## src/rtl/rom_loader.sv

```systemverilog
// ROM byte-stream loader: packs byte pairs into little-endian words, buffers them
// in a small FIFO and writes them to SDRAM at sequential word addresses.
module rom_loader #(
  parameter int                ADDR_W     = 22,
  parameter logic [ADDR_W-1:0] BASE_ADDR  = '0,
  parameter int                FIFO_DEPTH = 4,
  parameter int                HDR_BYTES  = 16
) (
  input  logic                   clk,
  input  logic                   resetn,
  input  logic                   rom_loading,
  input  logic [7:0]             rom_do,
  input  logic                   rom_do_valid,
  output logic                   mem_req,
  output logic [ADDR_W-1:0]      mem_addr,
  output logic [15:0]            mem_din,
  input  logic                   mem_ack,
  output logic [8*HDR_BYTES-1:0] hdr,
  output logic                   hdr_valid,
  output logic [23:0]            loaded_bytes,
  output logic                   load_done,
  output logic                   overflow
);

  // state | meaning
  // IDLE  | waiting for rising edge of rom_loading
  // LOAD  | accepting bytes, packing and pushing words
  // DRAIN | load window closed, emptying FIFO to memory
  typedef enum logic [1:0] {IDLE, LOAD, DRAIN} state_t;

  localparam int PTR_W = (FIFO_DEPTH > 1) ? $clog2(FIFO_DEPTH) : 1;

  state_t state, state_nxt;

  logic              loading_q;
  logic              rise, fall, start, flush;
  logic              accept, push_word, push, pop;
  logic              half;
  logic [7:0]        low_byte;
  logic [15:0]       push_data;
  logic [ADDR_W-1:0] next_addr;

  logic [ADDR_W-1:0] fifo_addr [FIFO_DEPTH];
  logic [15:0]       fifo_data [FIFO_DEPTH];
  logic [PTR_W-1:0]  wr_ptr, rd_ptr;
  logic [PTR_W:0]    count;
  logic              full, empty;

  assign rise  = rom_loading & ~loading_q;
  assign fall  = ~rom_loading & loading_q;
  assign full  = (count == (PTR_W+1)'(FIFO_DEPTH));
  assign empty = (count == '0);

  always_ff @(posedge clk) begin
    if (!resetn) state <= IDLE;
    else         state <= state_nxt;
  end

  always_comb begin
    state_nxt = state;
    load_done = 1'b0;
    flush     = 1'b0;
    case (state)
      IDLE:  if (rise) state_nxt = LOAD;
      LOAD:  if (fall) state_nxt = DRAIN;
      DRAIN: begin
        if (rise) begin
          // abandoned load: drop buffered words, no completion pulse
          state_nxt = LOAD;
          flush     = 1'b1;
        end else if (empty && !mem_req) begin
          load_done = 1'b1;
          state_nxt = IDLE;
        end
      end
      default: state_nxt = IDLE;
    endcase
  end

  always_comb begin
    start     = rise && (state != LOAD);
    accept    = (state == LOAD) && rom_loading && rom_do_valid;
    push_word = (accept && half) || ((state == LOAD) && fall && half);
    push_data = accept ? {rom_do, low_byte} : {8'h00, low_byte};
    push      = push_word && !full;
    pop       = !mem_req && !empty && !flush;
  end

  always_ff @(posedge clk) begin
    if (!resetn) begin
      wr_ptr <= '0;
      rd_ptr <= '0;
      count  <= '0;
    end else if (flush) begin
      wr_ptr <= '0;
      rd_ptr <= '0;
      count  <= '0;
    end else begin
      if (push) begin
        fifo_addr[wr_ptr] <= next_addr;
        fifo_data[wr_ptr] <= push_data;
        wr_ptr            <= wr_ptr + 1'b1;
      end
      if (pop) rd_ptr <= rd_ptr + 1'b1;
      count <= count + {{PTR_W{1'b0}}, push} - {{PTR_W{1'b0}}, pop};
    end
  end

  always_ff @(posedge clk) begin
    if (!resetn) begin
      loading_q    <= 1'b0;
      hdr          <= '0;
      hdr_valid    <= 1'b0;
      loaded_bytes <= '0;
      overflow     <= 1'b0;
      half         <= 1'b0;
      low_byte     <= '0;
      next_addr    <= BASE_ADDR;
      mem_req      <= 1'b0;
      mem_addr     <= BASE_ADDR;
      mem_din      <= '0;
    end else begin
      loading_q <= rom_loading;
      if (start) begin
        hdr          <= '0;
        hdr_valid    <= 1'b0;
        loaded_bytes <= '0;
        overflow     <= 1'b0;
        half         <= 1'b0;
        next_addr    <= BASE_ADDR;
      end else begin
        if (accept) begin
          for (int i = 0; i < HDR_BYTES; i++)
            if (loaded_bytes == 24'(i)) hdr[8*i +: 8] <= rom_do;
          if (loaded_bytes == 24'(HDR_BYTES-1)) hdr_valid <= 1'b1;
          if (loaded_bytes != 24'hFFFFFF) loaded_bytes <= loaded_bytes + 1'b1;
          if (!half) low_byte <= rom_do;
          half <= ~half;
        end
        if ((state == LOAD) && fall) begin
          hdr_valid <= 1'b1;
          half      <= 1'b0;
        end
        // address advances on dropped words too so later data stays aligned
        if (push_word) begin
          next_addr <= next_addr + 1'b1;
          if (full) overflow <= 1'b1;
        end
      end

      if (mem_req && mem_ack) begin
        mem_req <= 1'b0;
      end else if (pop) begin
        mem_req  <= 1'b1;
        mem_addr <= fifo_addr[rd_ptr];
        mem_din  <= fifo_data[rd_ptr];
      end
    end
  end

endmodule
```

## config.mk

```make
export PLATFORM = sky130hd
export DESIGN_NAME = rom_loader
export DESIGN_NICKNAME = d
export VERILOG_FILES = /design/src/rtl/rom_loader.sv
export SDC_FILE = /design/constraint.sdc
export NUM_CORES = 1
export LEC_CHECK = 0
export CAP_MARGIN = 20
export CORE_ASPECT_RATIO = 1.4
export CORE_MARGIN = 3
export CORE_UTILIZATION = 35
export CTS_BUF_LIST = sky130_fd_sc_hd__clkbuf_2 sky130_fd_sc_hd__clkbuf_4 sky130_fd_sc_hd__clkbuf_8
export DETAILED_ROUTE_END_ITERATION = 8
export GPL_TIMING_DRIVEN = 0
export PLACE_DENSITY = 0.64
export SLEW_MARGIN = 20
export SYNTH_ARGS = -nofsm -noshare
export SYNTH_HDL_FRONTEND = slang
export SYNTH_SLANG_ARGS = --single-unit
```

## constraint.sdc

```tcl
create_clock -name clk -period 4.2 [get_ports clk]
set_input_delay 1.26 -clock clk [delete_from_list [all_inputs] [get_ports clk]]
set_output_delay 1.26 -clock clk [all_outputs]
set_load 0.02 [all_outputs]
```

==> summary.md, run 1 <==
| Metric | Value |
|---|---|
| Hold WC Path Type | flop to flop |
| Worst EP required | between 2 and 3 ns |
| Area post-placement | 18000 µm² |
| Routed wire length | 39200 µm |
| Area grow syn2layout | 26.7% |
| Hold_sp | mem_din[0] |
| Top-area cell type share of the netlist area | 30.8% |
| CP Max Fanout | 8 |
| Cells after Synth | 1214 |
| Register area share after synthesis | 60.8% |
| Clk_skew | 0.0308 ns |
| DRT Pass-1 Iters | 5 |
| Place WS | -0.464 ns |
| Crit. Startpoint | rom_loading |
| Antenna violations before repair | 1 |
| Run status | finished clean |
| Vias in the first global route | 10300 |
| CP Capture Type | primary output |
| Distinct cell type count after synthesis | 64 |
| Fin area | between 15000 and 20000 µm² |
| Reg2reg start | state[1] |
| Clock sinks | a little under 400 |
| Setup violations, final | 0 |
| CTS H-tree lvls | 2 |
| P_leak | 7.51 nW |
| Int Pwr | 6.24 mW |
| Share of cells above drive strength 1 | 13.2% |
| Clk_lat worst skew | 0.62 ns |
| HPWL after DPL | 27900 µm |
| Highest Clock Rate | 248 MHz |
| Sw Pwr | 2.25 mW |
| Startpoint Class | input port |
| Cell Area, Synth | between 15000 and 20000 µm² |
| Routed Antenna Nets | 0 |
| Top-Level Pins | 207 |
| Synth Flop Type | dfxtp_1 |
| Clock root buffer | clkbuf_8 |
| Tcrit/Tclk final | 95.9% |
| Max Cap Viol | 0 |
| First-pass GRT wire length | 60500 µm |
| NumNets Final | 1502 |
| Syn. warnings | 0 |
| Grt total ovfl | 0 |
| Num CTS Buffers | 60 |
| DRC viols | 0 |
| Die Area | 46000 µm² |
| Clock power share | 39.4% |
| Initial Utilization | 35.8% |
| Switching part of the total | 26.5% |
| Vias | 10200 |
| Comb pwr share | approximately 14% |
| DIE HEIGHT | ~250 µm |
| WL per Instance | 18.9 µm |
| Register area | 9250 µm² |
| Largest net degree at the start of global routing | 23 |
| CTS tree | done |
| # resized after CTS | 2 |
| Hold Vio Cnt, Final | 0 |
| Main area contributors after synthesis | dfxtp_1, edfxtp_1, mux2i_1 |
| EDFF count, synth | roughly 150 |
| Maximum root-to-sink buffer count | 3 |
| Crit path kind | input port to primary output |
| Largest vdd supply drop | approximately 0.00026 V |
| Die Span X | roughly 180 µm |
| Ys async rst share | 0% |
| CTS Hold Bufs | 0 |
| Pwr Density | approximately 440 nW/µm² |
| Post-Synthesis Net Count | 1239 |
| Setup Buffers After CTS | 0 |
| Routed vias/inst | between 4 and 5 |
| Worst Tran Pin Value | 0.881 ns |
| Leading post-synthesis cells by instance count | dfxtp_1, nor2_1, edfxtp_1, mux2i_1, nand2_1 |
| Core Box Area | 42500 µm² |
| Dominant cell type by area after synthesis | dfxtp_1 |
| Number of port buffers | between 150 and 200 |
| Slew HR | between 40% and 50% |
| Area of the multi-input gates | between 5000 and 6000 µm² |
| Cell with the most instances after synthesis | dfxtp_1 |
| Final Critical Period | approximately 4 ns |
| Detailed router's first-iteration violation count | slightly above 500 |
| Filler cells | between 3000 and 4000 |
| Unrepaired setup endpoints after global routing | false |
| Final WS setup | 0.172 ns |
| Clk slew on worst S/H paths | 0.06 ns |
| GRT Util Overall | 16.7% |
| Synth Register Bits | 386 |
| Max Slew Vio Count | 0 |
| Core Rows | 89 |
| Seq pwr share | 47.1% |
| Avg Inst Size Synth | 12.5 µm² |
| Worst Path Arrival | 2.77 ns |
| Gpl congestion | 0.795 |
## metal layers
metal	wire length (µm)	track usage (%)	up-vias
li1	-	-	4864
met1	15100	18.8	4973
met2	20500	30.7	283
met3	2490	4.43	79
met4	1080	5.36	0
met5	0	0	-
## area by class of cell
class	instances	area share, %
Timing Repair Buffer	202	10.7
Sequential cell	386	48.0
Multi-Input combinational cell	734	28.4
Inverter	18	0.351
Antenna cell	1	0.0130
Clock buffer	85	5.62
Buffer	75	2.26
Clock inverter	29	1.15
Tap cell	546	3.54
## cell families after synthesis
group                      count (synthesis)  share of synthesized area, %
AOI/OAI and AO/OA                        104                          4.60
xor gates and xnor gates                  34                          1.96
adders and majority gates                 12                          1.04
buffers and inverters                     94                          3.33
DFF                                      386                          60.8
muxes                                    163                          13.9
and+or+nand+nor                          421                          14.4
## layout by cell type (no fill, tap or decap), types with 15 or more instances in the layout
cell type,instances
clkbuf_1,45
mux2i_1,124
xnor2_1,20
a21oi_1,22
nand4_1,20
o21ai_0,15
dfxtp_1,234
nand3_1,16
edfxtp_1,152
nor2_1,165
inv_1,18
clkbuf_8,80
nand2_1,120
mux4_2,38
a21boi_0,40
clkdlybuf4s50_1,197
## worst paths after layout
kind	end	slack, ns	cells after the start
worst min register to register	mem_din[0]	0.45	2
worst max register to register	count[2]	1.27	12
worst min-delay path	mem_din[0]	0.45	2
worst max-delay path	load_done	0.17	5
## power groups by stage
stage | sequential [mW] | clock (mW) | combinational, mW
2_1_floorplan | 4.15 | 0 | 0.667
3_3_place_gp | 4.08 | 0 | 1.17
3_5_place_dp | 4.08 | 0 | 1.18
4_1_cts | 4.00 | 3.45 | 1.19
5_1_grt | 4.01 | 3.60 | 1.26
6_report | 4.00 | 3.34 | 1.14
## critical path: stages
cell and delay, ns:
clkdlybuf4s50_1 0.53, nand2b_1 0.18, nand3b_1 0.13, nor3b_2 0.29
dlygate4sd2_1 0.37
## stage by stage
step	hold WS [ns]	utilization, %	power [mW]	instances	TNS, ns
2_1_floorplan	0.454	-	4.82	1214	0
3_3_place_gp	0.440	42.0	5.25	1958	-124.94
3_5_place_dp	0.446	42.2	5.27	1962	-2.07
4_1_cts	0.454	45.3	8.63	2076	0
5_1_grt	0.478	45.3	8.87	2076	0
6_report	0.453	45.3	8.49	2076	0
## state kept, by name, indices dropped and copies added (netlist names), 3 cells and up
| name | count |
|---|---|
| mem_din | 16 |
| mem_addr | 22 |
| count | 3 |
| low_byte | 8 |
| fifo_addr | 88 |
| fifo_data | 64 |
| hdr | 128 |
| next_addr | 22 |
| loaded_bytes | 24 |
(Power assumes the default switching activity.)
==> run 2: changes to the inputs <==
--- a/config.mk
+++ b/config.mk
@@ -8,11 +8,11 @@
 export CAP_MARGIN = 20
 export CORE_ASPECT_RATIO = 1.4
 export CORE_MARGIN = 3
-export CORE_UTILIZATION = 35
+export CORE_UTILIZATION = 57
 export CTS_BUF_LIST = sky130_fd_sc_hd__clkbuf_2 sky130_fd_sc_hd__clkbuf_4 sky130_fd_sc_hd__clkbuf_8
 export DETAILED_ROUTE_END_ITERATION = 8
 export GPL_TIMING_DRIVEN = 0
-export PLACE_DENSITY = 0.64
+export PLACE_DENSITY = 0.91
 export SLEW_MARGIN = 20
 export SYNTH_ARGS = -nofsm -noshare
 export SYNTH_HDL_FRONTEND = slang
==> summary.md, run 2 (synthesis gave the netlist of run 1 again) <==
| Metric | Value |
|---|---|
| Run status | finished clean |
| CTS Hold Bufs | 0 (unchanged) |
| P_leak | 7.44 nW (-0.89%) |
| Hold_sp | hdr[122] |
| Largest vdd supply drop | 0.000322 V (+23%) |
| Overall power | 8.21 mW (-3.3%) |
| Fin Setup TNS | 0 ns (unchanged) |
| Clock sinks | 386 (unchanged) |
| HPWL after DPL | 26500 µm (-5.3%) |
| Most common cell after layout, fill and taps aside | dfxtp_1 |
| Worst Path Arrival | 2.73 ns (-0.04 ns) |
| Detailed router's first-iteration violation count | 817 (+60%) |
| DRC viols | 0 (unchanged) |
| Top-Level Pins | 207 (unchanged) |
| Core Rows | 70 (-21%) |
| Num CTS Buffers | 53 (-12%) |
| CTS tree | done |
| NumNets Final | 1495 (-0.47%) |
| GRT Util Overall | 26.8% (+10 points) |
| # diodes | 0 (-1) |
| Pwr Density | 435 nW/µm² (-1.2%) |
| Initial Utilization | 58.1% (+22 points) |
| Crit path kind | input port to primary output |
| Core Box Area | 26200 µm² (-38%) |
| Maximum root-to-sink buffer count | 3 (unchanged) |
| Crit. Startpoint | rom_loading |
| Leading registers by flop count | hdr (128), fifo_addr (88), fifo_data (64) |
| Setup Buffers After CTS | 0 (unchanged) |
| CP Capture Type | primary output |
| Max reg flops | 128 (unchanged) |
| Hold Vio Cnt, Final | 0 (unchanged) |
| Antenna violations before repair | 0 (-1) |
| Clk slew on worst S/H paths | 0.06 ns (about the same) |
| Die Span X | 144 µm (-21%) |
| DRT Pass-1 Iters | 5 (unchanged) |
| Grt total ovfl | 0 (unchanged) |
| Share of cells above drive strength 1 | 12.6% (-0.60 points) |
| Clk_lat worst skew | 0.60 ns (-0.02 ns) |
| Routed vias/inst | 5.77 (+17%) |
| Slew HR | 43.8% (+2.6 points) |
| Startpoint Class | input port |
| Vias | 10600 (+4.0%) |
| Final Critical Period | 3.99 ns (-0.0400 ns) |
| Largest net degree at the start of global routing | 29 (+26%) |
| Critical path's largest stage delay | 0.54 ns (about the same) |
| Critical path cell sequence | clkdlybuf4s50_1 > nand2b_1 > nand3b_1 > nor3b_1 > dlygate4sd2_1 |
| Vias in the first global route | 11100 (+7.5%) |
| Worst EP required | 2.94 ns (about the same) |
| Setup violations, final | 0 (unchanged) |
| CTS H-tree lvls | 2 (unchanged) |
| Clock root buffer | clkbuf_8 |
| Fin area | 18900 µm² (-2.2%) |
| Max Cap Viol | 0 (unchanged) |
| Slowest cell on crit path | clkdlybuf4s50_1 |
| Most frequent cells in the layout | dfxtp_1, clkdlybuf4s50_1, nor2_1 |
| Die Area | 28700 µm² (-38%) |
| Reg2reg start | count[1] |
| Min-Delay Path Depth | 2 (unchanged) |
| Area grow syn2layout | 23.9% |
| Worst Reg2Reg Path Length in Cells | 12 (unchanged) |
| Worst Tran Pin Value | 0.843 ns (-0.0385 ns) |
| Number of port buffers | 198 (unchanged) |
| Highest Clock Rate | 251 MHz (+1.0%) |
| Area post-placement | 17700 µm² (-1.5%) |
| CP Max Fanout | 8 (unchanged) |
| Hold WC Path Type | flop to flop |
| Unrepaired setup endpoints after global routing | false |
| Routed Antenna Nets | 0 (unchanged) |
| Tcrit/Tclk final | 94.9% (-0.95 points) |
| WL per Instance | 21.0 µm (+11%) |
| Clk_skew | 0.0213 ns (-0.00951 ns) |
| First-pass GRT wire length | 59800 µm (-1.2%) |
| Biggest register | hdr |
| DIE HEIGHT | 199 µm (-21%) |
| Routed wire length | 38600 µm (-1.6%) |
| Max Slew Vio Count | 0 (unchanged) |
| Gpl congestion | 0.883 (+11%) |
-- run 2: cell count changes in the layout (fill, tap and decap cells not counted), sizes merged --
cell / change
diode: -1
clkinv: -12
clkinvlp: -1
bufinv: -1
-- run 2: report_power, final --
part	switching, mW	total (mW)	internal, mW
clock	1.38	3.07	1.69
combinational	0.701	1.13	0.431
sequential	0.0566	4.01	3.95
-- run 2: worst paths after layout --
kind,end,slack (ns)
worst min-delay path,hdr[122],0.45
worst max-delay path,load_done,0.21
worst min register to register,hdr[122],0.45
worst max register to register,count[2],1.16
-- run 2: worst max-delay path: cells and delay by family --
| family | cells | cell delay [ns] |
|---|---|---|
| and+or+nand+nor | 3 | 0.56 |
| buffers and inverters | 2 | 0.91 |
-- run 2: what timing repair did --
| action | 4_1_cts | 5_1_grt |
|---|---|---|
| resized for setup | 1 | 0 |
| gates cloned | 0 | 0 |
| setup endpoints to repair | 1 | 1 |
-- run 2: per-layer routing --
metal / wire length, µm / vias up / track usage, %
met5: 0 / - / 0
met4: 1540 / 0 / 11.7
met3: 2990 / 109 / 7.95
met2: 20300 / 467 / 48.0
met1: 13700 / 5183 / 29.0
li1: - / 4843 / -
-- run 2: layout make-up --
class | count | area, µm²
Sequential cell | 386 | 9250
Multi-Input combinational cell | 734 | 5460
Buffer | 75 | 435
Timing Repair Buffer | 202 | 2080
Clock inverter | 15 | 128
Clock buffer | 85 | 1030
Tap cell | 324 | 405
Inverter | 18 | 67.6
Fill cell | 1630 | 7330
-- run 2: metrics by stage --
step,setup WS (ns),hold WS (ns),util (%),std cells
after detailed placement,-0.567,0.447,67.6,1740
after CTS,0.0310,0.457,72.0,1840
final,0.212,0.454,72.0,1839
after floorplan,0.684,0.454,-,1214
after global routing,0.0224,0.466,72.0,1839
after global placement,-0.688,0.438,67.2,1736
==> run 3: changes to the inputs <==
--- a/config.mk
+++ b/config.mk
@@ -8,11 +8,11 @@
 export CAP_MARGIN = 20
 export CORE_ASPECT_RATIO = 1.4
 export CORE_MARGIN = 3
-export CORE_UTILIZATION = 57
+export CORE_UTILIZATION = 45
 export CTS_BUF_LIST = sky130_fd_sc_hd__clkbuf_2 sky130_fd_sc_hd__clkbuf_4 sky130_fd_sc_hd__clkbuf_8
 export DETAILED_ROUTE_END_ITERATION = 8
 export GPL_TIMING_DRIVEN = 0
-export PLACE_DENSITY = 0.91
+export PLACE_DENSITY = 0.77
 export SLEW_MARGIN = 20
 export SYNTH_ARGS = -nofsm -noshare
 export SYNTH_HDL_FRONTEND = slang
==> summary.md, run 3 (synthesis gave the netlist of run 1 again) <==
| Metric | Value |
|---|---|
| WL per Instance | 19.0 µm (-9.6%) |
| Max Cap Viol | 0 (unchanged) |
| Run status | finished clean |
| Hold Vio Cnt, Final | 0 (unchanged) |
| Int Pwr | 6.03 mW (-0.72%) |
| DIE HEIGHT | 224 µm (+12%) |
| CP Capture Type | primary output |
| CP Max Fanout | 8 (unchanged) |
| Max Slew Vio Count | 0 (unchanged) |
| Antenna violations before repair | 0 (unchanged) |
| Routed wire length | 37300 µm (-3.2%) |
| Core Box Area | 33300 µm² (+27%) |
| Fin area | 19100 µm² (+1.2%) |
| Unrepaired setup endpoints after global routing | false |
| Most frequent cells in the layout | dfxtp_1, clkdlybuf4s50_1, nor2_1 |
| First-pass GRT wire length | 58800 µm (-1.7%) |
| Routed Antenna Nets | 0 (unchanged) |
| Most common cell after layout, fill and taps aside | dfxtp_1 |
| Filler cells | 2713 (+66%) |
| Worst EP required | 2.94 ns (about the same) |
| NumNets Final | 1500 (+0.33%) |
| P_leak | 7.46 nW (+0.17%) |
| Biggest register | hdr |
| Hold_sp | mem_addr[10] |
| Gpl congestion | 0.818 (-7.3%) |
| Top-Level Pins | 207 (unchanged) |
| Vias in the first global route | 10500 (-5.2%) |
| Core Rows | 79 (+13%) |
| Slew HR | 43.5% (-0.31 points) |
| Die Span X | 161 µm (+12%) |
| Largest vdd supply drop | 0.000262 V (-19%) |
| Die Area | 36100 µm² (+26%) |
| Crit path kind | input port to primary output |
| Worst Tran Pin Value | 0.847 ns (+0.00464 ns) |
| CTS H-tree lvls | 2 (unchanged) |
| GRT Util Overall | 20.7% (-6.1 points) |
| Final core utilization | 57.3% (-15 points) |
| Area grow syn2layout | 25.5% |
| Num CTS Buffers | 56 (+5.7%) |
| Leading registers by flop count | hdr (128), fifo_addr (88), fifo_data (64) |
| Final Critical Period | 4.03 ns (+0.0423 ns) |
| Sw Pwr | 2.17 mW (+1.4%) |
| DRT Pass-1 Iters | 5 (unchanged) |
| Worst Path Arrival | 2.77 ns (+0.04 ns) |
| Hold WC Path Type | flop to flop |
| Clock root buffer | clkbuf_8 |
| Seq pwr share | 48.9% (about the same) |
| Clk_skew | 0.0166 ns (-0.00469 ns) |
| HPWL after DPL | 26300 µm (-0.49%) |
| Fin Setup TNS | 0 ns (unchanged) |
| Setup violations, final | 0 (unchanged) |
| Vias | 10200 (-4.0%) |
| Min-Delay Path Depth | 2 (unchanged) |
| Area post-placement | 17900 µm² (+1.1%) |
| Routed vias/inst | 5.17 (-10%) |
| CTS tree | done |
| Pwr Density | 429 nW/µm² (-1.4%) |
| Detailed router's first-iteration violation count | 581 (-29%) |
| Largest net degree at the start of global routing | 24 (-17%) |
| Clock sinks | 386 (unchanged) |
| Share of cells above drive strength 1 | 12.7% (+0.13 points) |
| Switching part of the total | 26.5% (+0.41 points) |
| Number of port buffers | 198 (unchanged) |
| Setup Buffers After CTS | 0 (unchanged) |
| R2R Path End | count[2] |
| Maximum root-to-sink buffer count | 3 (unchanged) |
| Max reg flops | 128 (unchanged) |
| Highest Clock Rate | 248 MHz (-1.0%) |
| Reg2reg start | state[1] |
| Worst Reg2Reg Path Length in Cells | 13 (+1) |
| Tcrit/Tclk final | 96.0% (+1.0 points) |
| Comb pwr share | 13.7% (about the same) |
| Clk slew on worst S/H paths | 0.07 ns (about the same) |
| R2R Setup Slk | 1.08 ns (-0.08 ns) |
| Grt total ovfl | 0 (unchanged) |
| Hold EP | mem_addr[10] |
| Clk_lat worst skew | 0.61 ns (about the same) |
| DRC viols | 0 (unchanged) |
| Clock power share | 37.5% (about the same) |
| Initial Utilization | 45.7% (-12 points) |
| Startpoint Class | input port |
==> run 3: changes by cell type in the layout (fill, tap and decap cells not counted), sizes merged <==
cell      delta
clkinvlp     +5
clkinv      +14
clkbuf      -10
buf          +1
diode        +1
inv          -2
==> run 3: per-stage QoR <==
stage / hold WS, ns / setup slack (ns) / power, mW / instances
3_3_place_gp: 0.439 / -0.756 / 5.20 / 1857
6_report: 0.452 / 0.170 / 8.20 / 1969
4_1_cts: 0.455 / 0.0976 / 8.29 / 1968
2_1_floorplan: 0.454 / 0.684 / 4.82 / 1214
3_5_place_dp: 0.445 / -0.447 / 5.23 / 1862
5_1_grt: 0.478 / 0.0333 / 8.53 / 1968
==> run 3: worst max-delay path by stage <==
stage	end	slack, ns	from
3_3_place_gp	fifo_addr[3][9]	-0.76	rom_loading
3_5_place_dp	count[2]	-0.45	rom_loading
2_1_floorplan	count[2]	0.68	rom_loading
5_1_grt	count[2]	0.03	rom_loading
6_report	load_done	0.17	rom_loading
4_1_cts	load_done	0.1	rom_loading
==> run 3: per-layer routing <==
| layer | global-route usage [%] | vias up | part of all wire [%] |
|---|---|---|---|
| li1 | - | 4864 | - |
| met1 | 23.2 | 4926 | 37 |
| met2 | 37.6 | 307 | 53 |
| met3 | 5.77 | 79 | 7.2 |
| met4 | 7.08 | 0 | 3.0 |
| met5 | 0 | - | 0 |
==> run 3: cell type report <==
class	instances	area [µm²]	share of cell area, %
Sequential cell	386	9250	48.5
Buffer	76	439	2.30
Multi-Input combinational cell	734	5470	28.7
Tap cell	445	557	2.92
Inverter	18	67.6	0.354
Antenna cell	1	2.50	0.0131
Clock inverter	32	209	1.09
Clock buffer	74	975	5.11
Timing Repair Buffer	203	2120	11.1
==> run 3: power groups by stage <==
stage	Sequential, mW	Combinational [mW]	Clock, mW
floorplan	4.15	0.667	0
global placement	4.09	1.12	0
detailed placement	4.09	1.14	0
CTS	4.01	1.15	3.14
global route	4.01	1.22	3.30
finish	4.01	1.12	3.07
==> run 3: repair_timing <==
action                                  in CTS  in global routing
hold endpoints to repair                     0                  0
hold buffers                                 0                  0
endpoints found under the setup margin       1                  1
resized for setup                            1                  1
gates cloned                                 0                  0
==> run 3: worst max-delay path: stages <==
cell and delay (ns):
clkdlybuf4s50_1 0.54, nand2b_1 0.19, nand3b_1 0.11, nor3b_1 0.28, dlygate4sd2_1 0.37
